File: config.mk
export PLATFORM = sky130hd
export DESIGN_NAME = phase_2_sampled
export DESIGN_NICKNAME = d
export VERILOG_FILES = /design/src/rtl/phase_2_sampled.sv
export SDC_FILE = /design/constraint.sdc
export NUM_CORES = 1
export LEC_CHECK = 0
export ABC_AREA = 1
export CAP_MARGIN = 30
export CORE_AREA = 4 4 83 77
export CTS_BUF_LIST = sky130_fd_sc_hd__clkbuf_4 sky130_fd_sc_hd__clkbuf_8 sky130_fd_sc_hd__clkbuf_16
export DETAILED_ROUTE_END_ITERATION = 12
export DIE_AREA = 0 0 87 81
export MAX_ROUTING_LAYER = met4
export PLACE_DENSITY = 0.71
export SLEW_MARGIN = 10
export SYNTH_ARGS = -nofsm -noshare
export SYNTH_HDL_FRONTEND = slang
export SYNTH_SLANG_ARGS = --single-unit
File: constraint.sdc
create_clock -name clk -period 3.9 [get_ports clk]
set_clock_uncertainty 0.1 [all_clocks]
set_input_delay 0.585 -clock clk [delete_from_list [all_inputs] [get_ports clk]]
set_output_delay 0.585 -clock clk [all_outputs]
set_load 0.02 [all_outputs]
File: src/rtl/phase_2_sampled.sv
// rtl/phase_2_sampled.sv - sampled tri-state phase/frequency detector
// Synchronised ref/data edges drive an up/down/hold FSM that reports signed phase error, slips and lock.
module phase_2_sampled #(
  parameter int SYNC_STAGES = 2,
  parameter int ERR_WIDTH   = 12,
  parameter int RESET_HOLD  = 1,
  parameter int LOCK_WINDOW = 2,
  parameter int LOCK_COUNT  = 8
) (
  input  logic                 clk,
  input  logic                 reset,
  input  logic                 enable,
  // ref is a reserved word, so the reference input is named ref_sig
  input  logic                 ref_sig,
  input  logic                 data,
  output logic                 up,
  output logic                 down,
  output logic [ERR_WIDTH-1:0] phase_err,
  output logic                 err_valid,
  output logic                 slip,
  output logic                 locked
);

  localparam int CW = ERR_WIDTH - 1;
  localparam logic [CW-1:0] CNT_ONE   = CW'(1);
  localparam logic [3:0]    HOLD_LAST = 4'(RESET_HOLD);
  localparam logic [7:0]    LOCK_MAX  = 8'(LOCK_COUNT);

  typedef enum logic [1:0] {
    S_IDLE,
    S_UP,
    S_DOWN,
    S_HOLD
  } state_t;

  state_t state, state_n;

  logic [SYNC_STAGES-1:0] ref_sync, data_sync;
  logic                   ref_dly, data_dly;
  logic                   ref_rise, data_rise;

  logic [CW-1:0] cnt, cnt_n, cnt_inc, err_mag;
  logic [3:0]    hold_cnt, hold_n;
  logic [7:0]    lock_cnt, lock_n;
  logic          done, err_neg, slip_n, in_window;
  logic [ERR_WIDTH-1:0] mag_ext;
  state_t        after_cmp;

  // Edge detectors run regardless of enable so edges seen while disabled are consumed.
  always_ff @(posedge clk or posedge reset) begin
    if (reset) begin
      ref_sync  <= '0;
      data_sync <= '0;
      ref_dly   <= 1'b0;
      data_dly  <= 1'b0;
    end else begin
      ref_sync  <= {ref_sync[SYNC_STAGES-2:0], ref_sig};
      data_sync <= {data_sync[SYNC_STAGES-2:0], data};
      ref_dly   <= ref_sync[SYNC_STAGES-1];
      data_dly  <= data_sync[SYNC_STAGES-1];
    end
  end

  assign ref_rise  = ref_sync[SYNC_STAGES-1] & ~ref_dly;
  assign data_rise = data_sync[SYNC_STAGES-1] & ~data_dly;

  // Magnitude counter saturates at all-ones, which keeps the error range symmetric.
  assign cnt_inc   = (&cnt) ? cnt : cnt + CNT_ONE;
  assign after_cmp = (RESET_HOLD == 0) ? S_IDLE : S_HOLD;

  always_comb begin
    state_n = state;
    cnt_n   = cnt;
    hold_n  = hold_cnt;
    done    = 1'b0;
    err_mag = '0;
    err_neg = 1'b0;
    slip_n  = 1'b0;
    if (!enable) begin
      state_n = S_IDLE;
      cnt_n   = '0;
      hold_n  = '0;
    end else begin
      case (state)
        S_IDLE: begin
          if (ref_rise && data_rise) begin
            done    = 1'b1;
            state_n = after_cmp;
            hold_n  = 4'd1;
          end else if (ref_rise) begin
            state_n = S_UP;
            cnt_n   = CNT_ONE;
          end else if (data_rise) begin
            state_n = S_DOWN;
            cnt_n   = CNT_ONE;
          end
        end
        S_UP: begin
          if (data_rise) begin
            done    = 1'b1;
            err_mag = cnt;
            state_n = after_cmp;
            hold_n  = 4'd1;
            cnt_n   = '0;
          end else begin
            cnt_n  = cnt_inc;
            slip_n = ref_rise;
          end
        end
        S_DOWN: begin
          if (ref_rise) begin
            done    = 1'b1;
            err_mag = cnt;
            err_neg = 1'b1;
            state_n = after_cmp;
            hold_n  = 4'd1;
            cnt_n   = '0;
          end else begin
            cnt_n  = cnt_inc;
            slip_n = data_rise;
          end
        end
        S_HOLD: begin
          // Edges arriving during the overlap are ignored.
          if (hold_cnt >= HOLD_LAST) begin
            state_n = S_IDLE;
            hold_n  = '0;
          end else begin
            hold_n = hold_cnt + 4'd1;
          end
        end
        default: begin
          state_n = S_IDLE;
          cnt_n   = '0;
          hold_n  = '0;
        end
      endcase
    end
  end

  assign in_window = (32'(err_mag) <= 32'(LOCK_WINDOW));
  assign mag_ext   = {1'b0, err_mag};

  always_comb begin
    lock_n = lock_cnt;
    if (!enable || slip_n || (done && !in_window)) begin
      lock_n = '0;
    end else if (done && (lock_cnt < LOCK_MAX)) begin
      lock_n = lock_cnt + 8'd1;
    end
  end

  always_ff @(posedge clk or posedge reset) begin
    if (reset) begin
      state     <= S_IDLE;
      cnt       <= '0;
      hold_cnt  <= '0;
      lock_cnt  <= '0;
      up        <= 1'b0;
      down      <= 1'b0;
      phase_err <= '0;
      err_valid <= 1'b0;
      slip      <= 1'b0;
      locked    <= 1'b0;
    end else begin
      state     <= state_n;
      cnt       <= cnt_n;
      hold_cnt  <= hold_n;
      lock_cnt  <= lock_n;
      up        <= (state_n == S_UP) || (state_n == S_HOLD);
      down      <= (state_n == S_DOWN) || (state_n == S_HOLD);
      err_valid <= done;
      slip      <= slip_n;
      locked    <= (lock_n == LOCK_MAX);
      if (done) begin
        phase_err <= err_neg ? ('0 - mag_ext) : mag_ext;
      end
    end
  end

endmodule

==> results.sh, run 1 <==
export IMPL_clock_latency_ns=0.30
export IMPL_postCtsSetupBuffers=0
export IMPL_timing_final_crit_share_pct=65.8
export IMPL_layout_nets=395
export IMPL_startpoint="enable"
export IMPL_core_um2=5560
export IMPL_final_setup_tns_ns=0
export IMPL_die_w_um=87
export IMPL_r2r_start="up"
export IMPL_min_period_ns=2.56
export IMPL_syn_inst=354
export IMPL_ys_seq_elements=47
export IMPL_vias=2267
export IMPL_rsz0062_at_grt="false"
export IMPL_start_kind="input port"
export IMPL_leakagePower_nw=1.50
export IMPL_postCtsHoldBufs=0
export IMPL_cts_buffers=5
export IMPL_ctsResizeCount=0
export IMPL_fmax_mhz=390
export IMPL_dieArea_um2=7050
export IMPL_ir_worst_vdd_v=0.000194
export IMPL_drt_iter0_drc=133
export IMPL_yosysSeqAreaShare_pct=43.0
export IMPL_synthesis_area_um2=2740
export IMPL_synth_area_leaders="dfrtp_1 43%, nand2_1 10%, inv_1 8.2%"
export IMPL_cellPowerDensity_nw_per_um2=372
export IMPL_synth_top_area_share_pct=43.0
export IMPL_pin_count=22
export IMPL_htree_levels=2
export IMPL_worstMarginPinSlew_ns=0.619
export IMPL_setup_viol=0
export IMPL_wire_per_inst_um=11.9
export IMPL_cts_root_buf="clkbuf_8"
export IMPL_cp_slowest_stage_delay_ns=0.70
export IMPL_required_ns=3.98
export IMPL_syn_nets=371
export IMPL_cts_buffer_depth=2
export IMPL_fillCellCount=522
export IMPL_synthArstFlopShare_pct=100
export IMPL_crit_fanout=15
export IMPL_ant_nets=0
export IMPL_die_h_um=81
export IMPL_cp_slowest_cell="clkdlybuf4s50_1"
export IMPL_drcViolationCount=0
export IMPL_cap_violations=0
export IMPL_rrSetupSlack_ns=1.35
export IMPL_wirelength_mm=5.35
export IMPL_synth_top_area_cell="dfrtp_1"
export IMPL_portBuffers=21
export IMPL_drive_above_1_share_pct=7.94
export IMPL_clkTransAtPathRegs_ns=0.08
export IMPL_crit_path_end_kind="register"
export IMPL_rows=26
export IMPL_timing_hold_ws_ns=0.251
export IMPL_grt_pass1_vias=2108
export IMPL_grt_max_degree=27
export IMPL_yosys_warnings=0
export IMPL_syn2layout_area_growth_pct=13.3
export IMPL_syn_area_per_cell_um2=7.73
export IMPL_grt_usage_pct=17.2
export IMPL_tritoncts="built"
export IMPL_yosys_top_cells_count="73 x nand2_1, 60 x inv_1, 47 x dfrtp_1"
export IMPL_ys_flop_type="dfrtp_1"
export IMPL_antenna_found_initial=0
export IMPL_path_class="in -> reg"
export IMPL_hold_start="data_sync[0]"
export IMPL_status="completed"
export IMPL_initial_core_util_pct=49.2
export IMPL_grt_first_pass_wirelength_mm=9.23
export IMPL_n_antenna_cell=0
export IMPL_clock_sinks=47
export IMPL_grt_overflow_total=0
export IMPL_via_per_inst=5.06
export IMPL_final_hold_viol_count=0
export IMPL_hold_path_class="reg -> reg"
export IMPL_synth_edff_count=0
export IMPL_synth_cell_type_count=36
export IMPL_synth_most_common_cell="nand2_1"
export IMPL_slew_headroom_pct=58.6
export IMPL_cp_arrival_ns=2.65
export IMPL_post_dp_hpwl_mm=4.28
export IMPL_slew_violations=0
export IMPL_crit_chain="clkdlybuf4s50_1, nand2_4, nor3_1, inv_1, ha_1, nand2_1, inv_1, nand3_1, nand2_1, xnor2_1, o21ai_1"
export IMPL_drt_first_pass_iters=5
export IMPL_gp_congestion=0.951
cell type report:
type / instances / area [um2] / area share [%]
sequential: 47 / 1180 / 38.0
multi-input combinational: 239 / 1280 / 41.3
clock buffer: 6 / 82.6 / 2.67
clock inverter: 1 / 5.00 / 0.162
inverter: 63 / 236 / 7.63
tap: 70 / 87.6 / 2.83
timing repair buffer: 22 / 230 / 7.43
state kept, by name, indices dropped and copies added (netlist names):
register and cells:
cnt 11, data_dly 1, data_sync 2, down 1
err_valid 1, hold_cnt 4, lock_cnt 8, locked 1
phase_err 12, ref_dly 1, ref_sync 2, slip 1
state 1, up 1
metrics by stage:
step	cells	worst slack (ns)	util (%)	power [mW]	instance area [um2]
final	448	1.34	55.7	1.15	3100
after global routing	448	1.00	55.7	1.23	3100
after CTS	448	1.34	55.7	1.17	3100
after detailed placement	441	1.01	54.1	0.871	3010
after global placement	440	1.05	53.8	0.862	2990
after floorplan	354	1.43	-	0.795	2740
placed cells by master (no fill, tap or decap), types with 10 or more instances in the layout:
master and n:
o21ai_1 14, nand3_1 21, dfrtp_1 47, clkdlybuf4s50_1 21
a21oi_1 10, o21ai_0 13, inv_1 59, nand2_1 73
nor2_1 42, ha_1 12, nor3_1 10
cell families (layout without fill, tap and decap cells):
| family | after synthesis | count (layout) | synth area share (%) |
|---|---|---|---|
| and+or+nand+nor | 167 | 167 | 27.7 |
| buffers and inverters | 68 | 92 | 10.2 |
| AOI/OAI and AO/OA | 53 | 53 | 11.4 |
| DFF | 47 | 47 | 43.0 |
| adders and majority gates | 12 | 12 | 5.49 |
| xor gates and xnor gates | 7 | 7 | 2.24 |
worst paths after layout:
| path | depth (start not counted) | to |
|---|---|---|
| worst max register to register | 12 | phase_err[10] |
| min in group asynchronous | 2 | ref_dly |
| worst min register to register | 0 | data_sync[1] |
| max in group asynchronous | 3 | lock_cnt[2] |
| worst max-delay path | 11 | phase_err[10] |
| worst min-delay path | 0 | data_sync[1] |
routing by layer:
metal	GRT usage [%]	part of all wire, %	vias up
met1	22.8	50	1041
met5	-	0	-
met2	25.7	43	47
li1	-	-	1167
met3	4.97	5.6	12
met4	4.98	1.7	0
worst max-delay path: cells and delay by family:
family | cells | cell delay [ns]
and+or+nand+nor | 5 | 0.79
adders and majority gates | 1 | 0.19
AOI/OAI and AO/OA | 1 | 0.07
xor gates and xnor gates | 1 | 0.16
buffers and inverters | 3 | 0.84
where the power goes:
part           internal [mW]  leakage, nW  switching, mW
Combinational          0.104        0.817          0.207
Clock                  0.139       0.0470          0.152
Sequential             0.521        0.634         0.0307
Note: power is estimated with default switching activity, not from simulation.
==> run 2: changes to the inputs <==
Settings changed: PLACE_DENSITY 0.71 to 0.73.
Clock period 3.9 ns to 2.24 ns, I/O delays scaled along.
==> run 2 against run 1 <==
Power is 92% higher. Critical path depth grew 1. Register-to-register slack got worse by 1.3 ns. Cell area is 12% higher. Sequential power increased by 72%. Clock power up 76%. Clock-buffer cell count did not move. Core utilization increased by 6.5 points. Combinational power increased by 140%. Critical path type is now reg -> reg. Critical endpoint is now lock_cnt[7]. Largest cell class unchanged. Largest power group unchanged. Highest routed layer unchanged.
==> results.sh, run 2 (synthesis gave the netlist of run 1 again) <==
export IMPL_required_ns=2.35
export IMPL_n_antenna_cell=0
export IMPL_drcViolationCount=0
export IMPL_rsz0062_at_grt="true"
export IMPL_status="completed"
export IMPL_hold_path_class="in -> async"
export IMPL_drive_above_1_share_pct=18.9
export IMPL_timing_final_crit_share_pct=95.7
export IMPL_tritoncts="built"
export IMPL_grt_max_degree=21
export IMPL_antenna_found_initial=0
export IMPL_largest_reg_flops=12
export IMPL_wire_per_inst_um=12.9
export IMPL_pin_count=22
export IMPL_start_kind="register"
export IMPL_cts_root_buf="clkbuf_8"
export IMPL_initial_core_util_pct=49.2
export IMPL_r2r_cells=12
export IMPL_syn2layout_area_growth_pct=26.4
export IMPL_ir_worst_vdd_v=0.000385
export IMPL_wirelength_mm=6.24
export IMPL_slew_headroom_pct=74.5
export IMPL_dieArea_um2=7050
export IMPL_path_class="reg -> reg"
export IMPL_layout_nets=429
export IMPL_worstMarginPinSlew_ns=0.380
export IMPL_portBuffers=21
export IMPL_leakagePower_nw=1.66
export IMPL_grt_pass1_vias=2291
export IMPL_final_common_cell="nand2_1"
export IMPL_reg_largest_list="phase_err: 12 flops, cnt: 11 flops, lock_cnt: 8 flops"
export IMPL_r2r_start="state[1]"
export IMPL_grt_overflow_total=0
export IMPL_clock_sinks=47
export IMPL_rows=26
export IMPL_gp_congestion=0.910
export IMPL_totalPowerFinal_mw=2.21
export IMPL_clkTransAtPathRegs_ns=0.09
export IMPL_die_h_um=81
export IMPL_cts_buffers=5
export IMPL_grt_usage_pct=18.9
export IMPL_r2r_end="lock_cnt[7]"
export IMPL_cp_arrival_ns=2.26
export IMPL_worst_slack_ns=0.0956
export IMPL_vias=2480
export IMPL_dp_worst_setup_slack_ns=-0.0127
export IMPL_slew_violations=0
export IMPL_post_dp_hpwl_mm=4.77
export IMPL_crit_fanout=16
export IMPL_cellPowerDensity_nw_per_um2=639
export IMPL_rrSetupSlack_ns=0.1
export IMPL_htree_levels=2
export IMPL_regMostFlops="phase_err"
export IMPL_grt_first_pass_wirelength_mm=10.3
export IMPL_drt_iter0_drc=163
export IMPL_core_um2=5560
export IMPL_ant_nets=0
export IMPL_cts_buffer_depth=2
export IMPL_final_util_pct=62.1
export IMPL_cap_violations=0
export IMPL_final_area_um2=3460
export IMPL_clock_latency_ns=0.30
export IMPL_die_w_um=87
export IMPL_drt_first_pass_iters=5
export IMPL_final_hold_viol_count=0
export IMPL_setup_viol=0
export IMPL_crit_path_end_kind="register"
export IMPL_via_per_inst=5.13
export IMPL_layout_common_cells="73 x nand2_1, 57 x inv_1, 46 x dfrtp_1"
export IMPL_fmax_mhz=466
export IMPL_placed_cell_area_um2=3230
export IMPL_min_period_ns=2.14
-- run 2: final cells by class --
cell class / count / area [um2]
multi-input cells: 239 / 1390
clock inverters: 2 / 12.5
fillers: 477 / 2110
clock buffers: 6 / 76.3
inverters: 63 / 241
well taps: 70 / 87.6
repair buffers: 56 / 477
flip-flops and latches: 47 / 1180
-- run 2: worst max path at each step --
stage	start	endpoint	slack [ns]	cells past startpoint
finish	state[1]	lock_cnt[7]	0.1	12
global placement	state[1]	phase_err[10]	0.05	14
detailed placement	enable	locked	-0.01	10
floorplan	up	phase_err[10]	0.05	13
CTS	state[1]	phase_err[10]	0.03	14
global route	state[1]	locked	-0.06	14
-- run 2: metrics by stage --
step                      hold WS, ns  setup TNS, ns  instances
final                           0.179              0        483
after global routing            0.208        -0.0758        483
after CTS                       0.190              0        476
after detailed placement        0.238        -0.0187        468
after global placement          0.235              0        468
after floorplan                 0.231              0        354
-- run 2: where the power goes --
part	internal [mW]	switching [mW]
combinational	0.298	0.451
sequential	0.907	0.0426
clock	0.230	0.280
total	1.44	0.774
-- run 2: what timing repair did --
action	CTS	global route
pin swaps	0	7
gates resized for setup	3	16
setup endpoints to repair	3	17
setup buffers	0	7
hold buffers	0	0
-- run 2: routing by layer --
layer / track usage (%) / wire length [um]
met5: - / 0
met4: 5.14 / 87
met3: 3.65 / 293
met2: 29.4 / 2910
met1: 25.3 / 2950
-- run 2: worst max-delay path, stage by stage, from the launching register on --
cell	delay (ns)
dfrtp_1	0.41
buf_4	0.17
ha_4	0.18
nand3_4	0.09
nand2_4	0.07
buf_4	0.19
o21ai_2	0.10
nand2_1	0.08
nor2_2	0.15
nand2_1	0.08
nand3_2	0.12
nand2_2	0.13
nor2_1	0.19
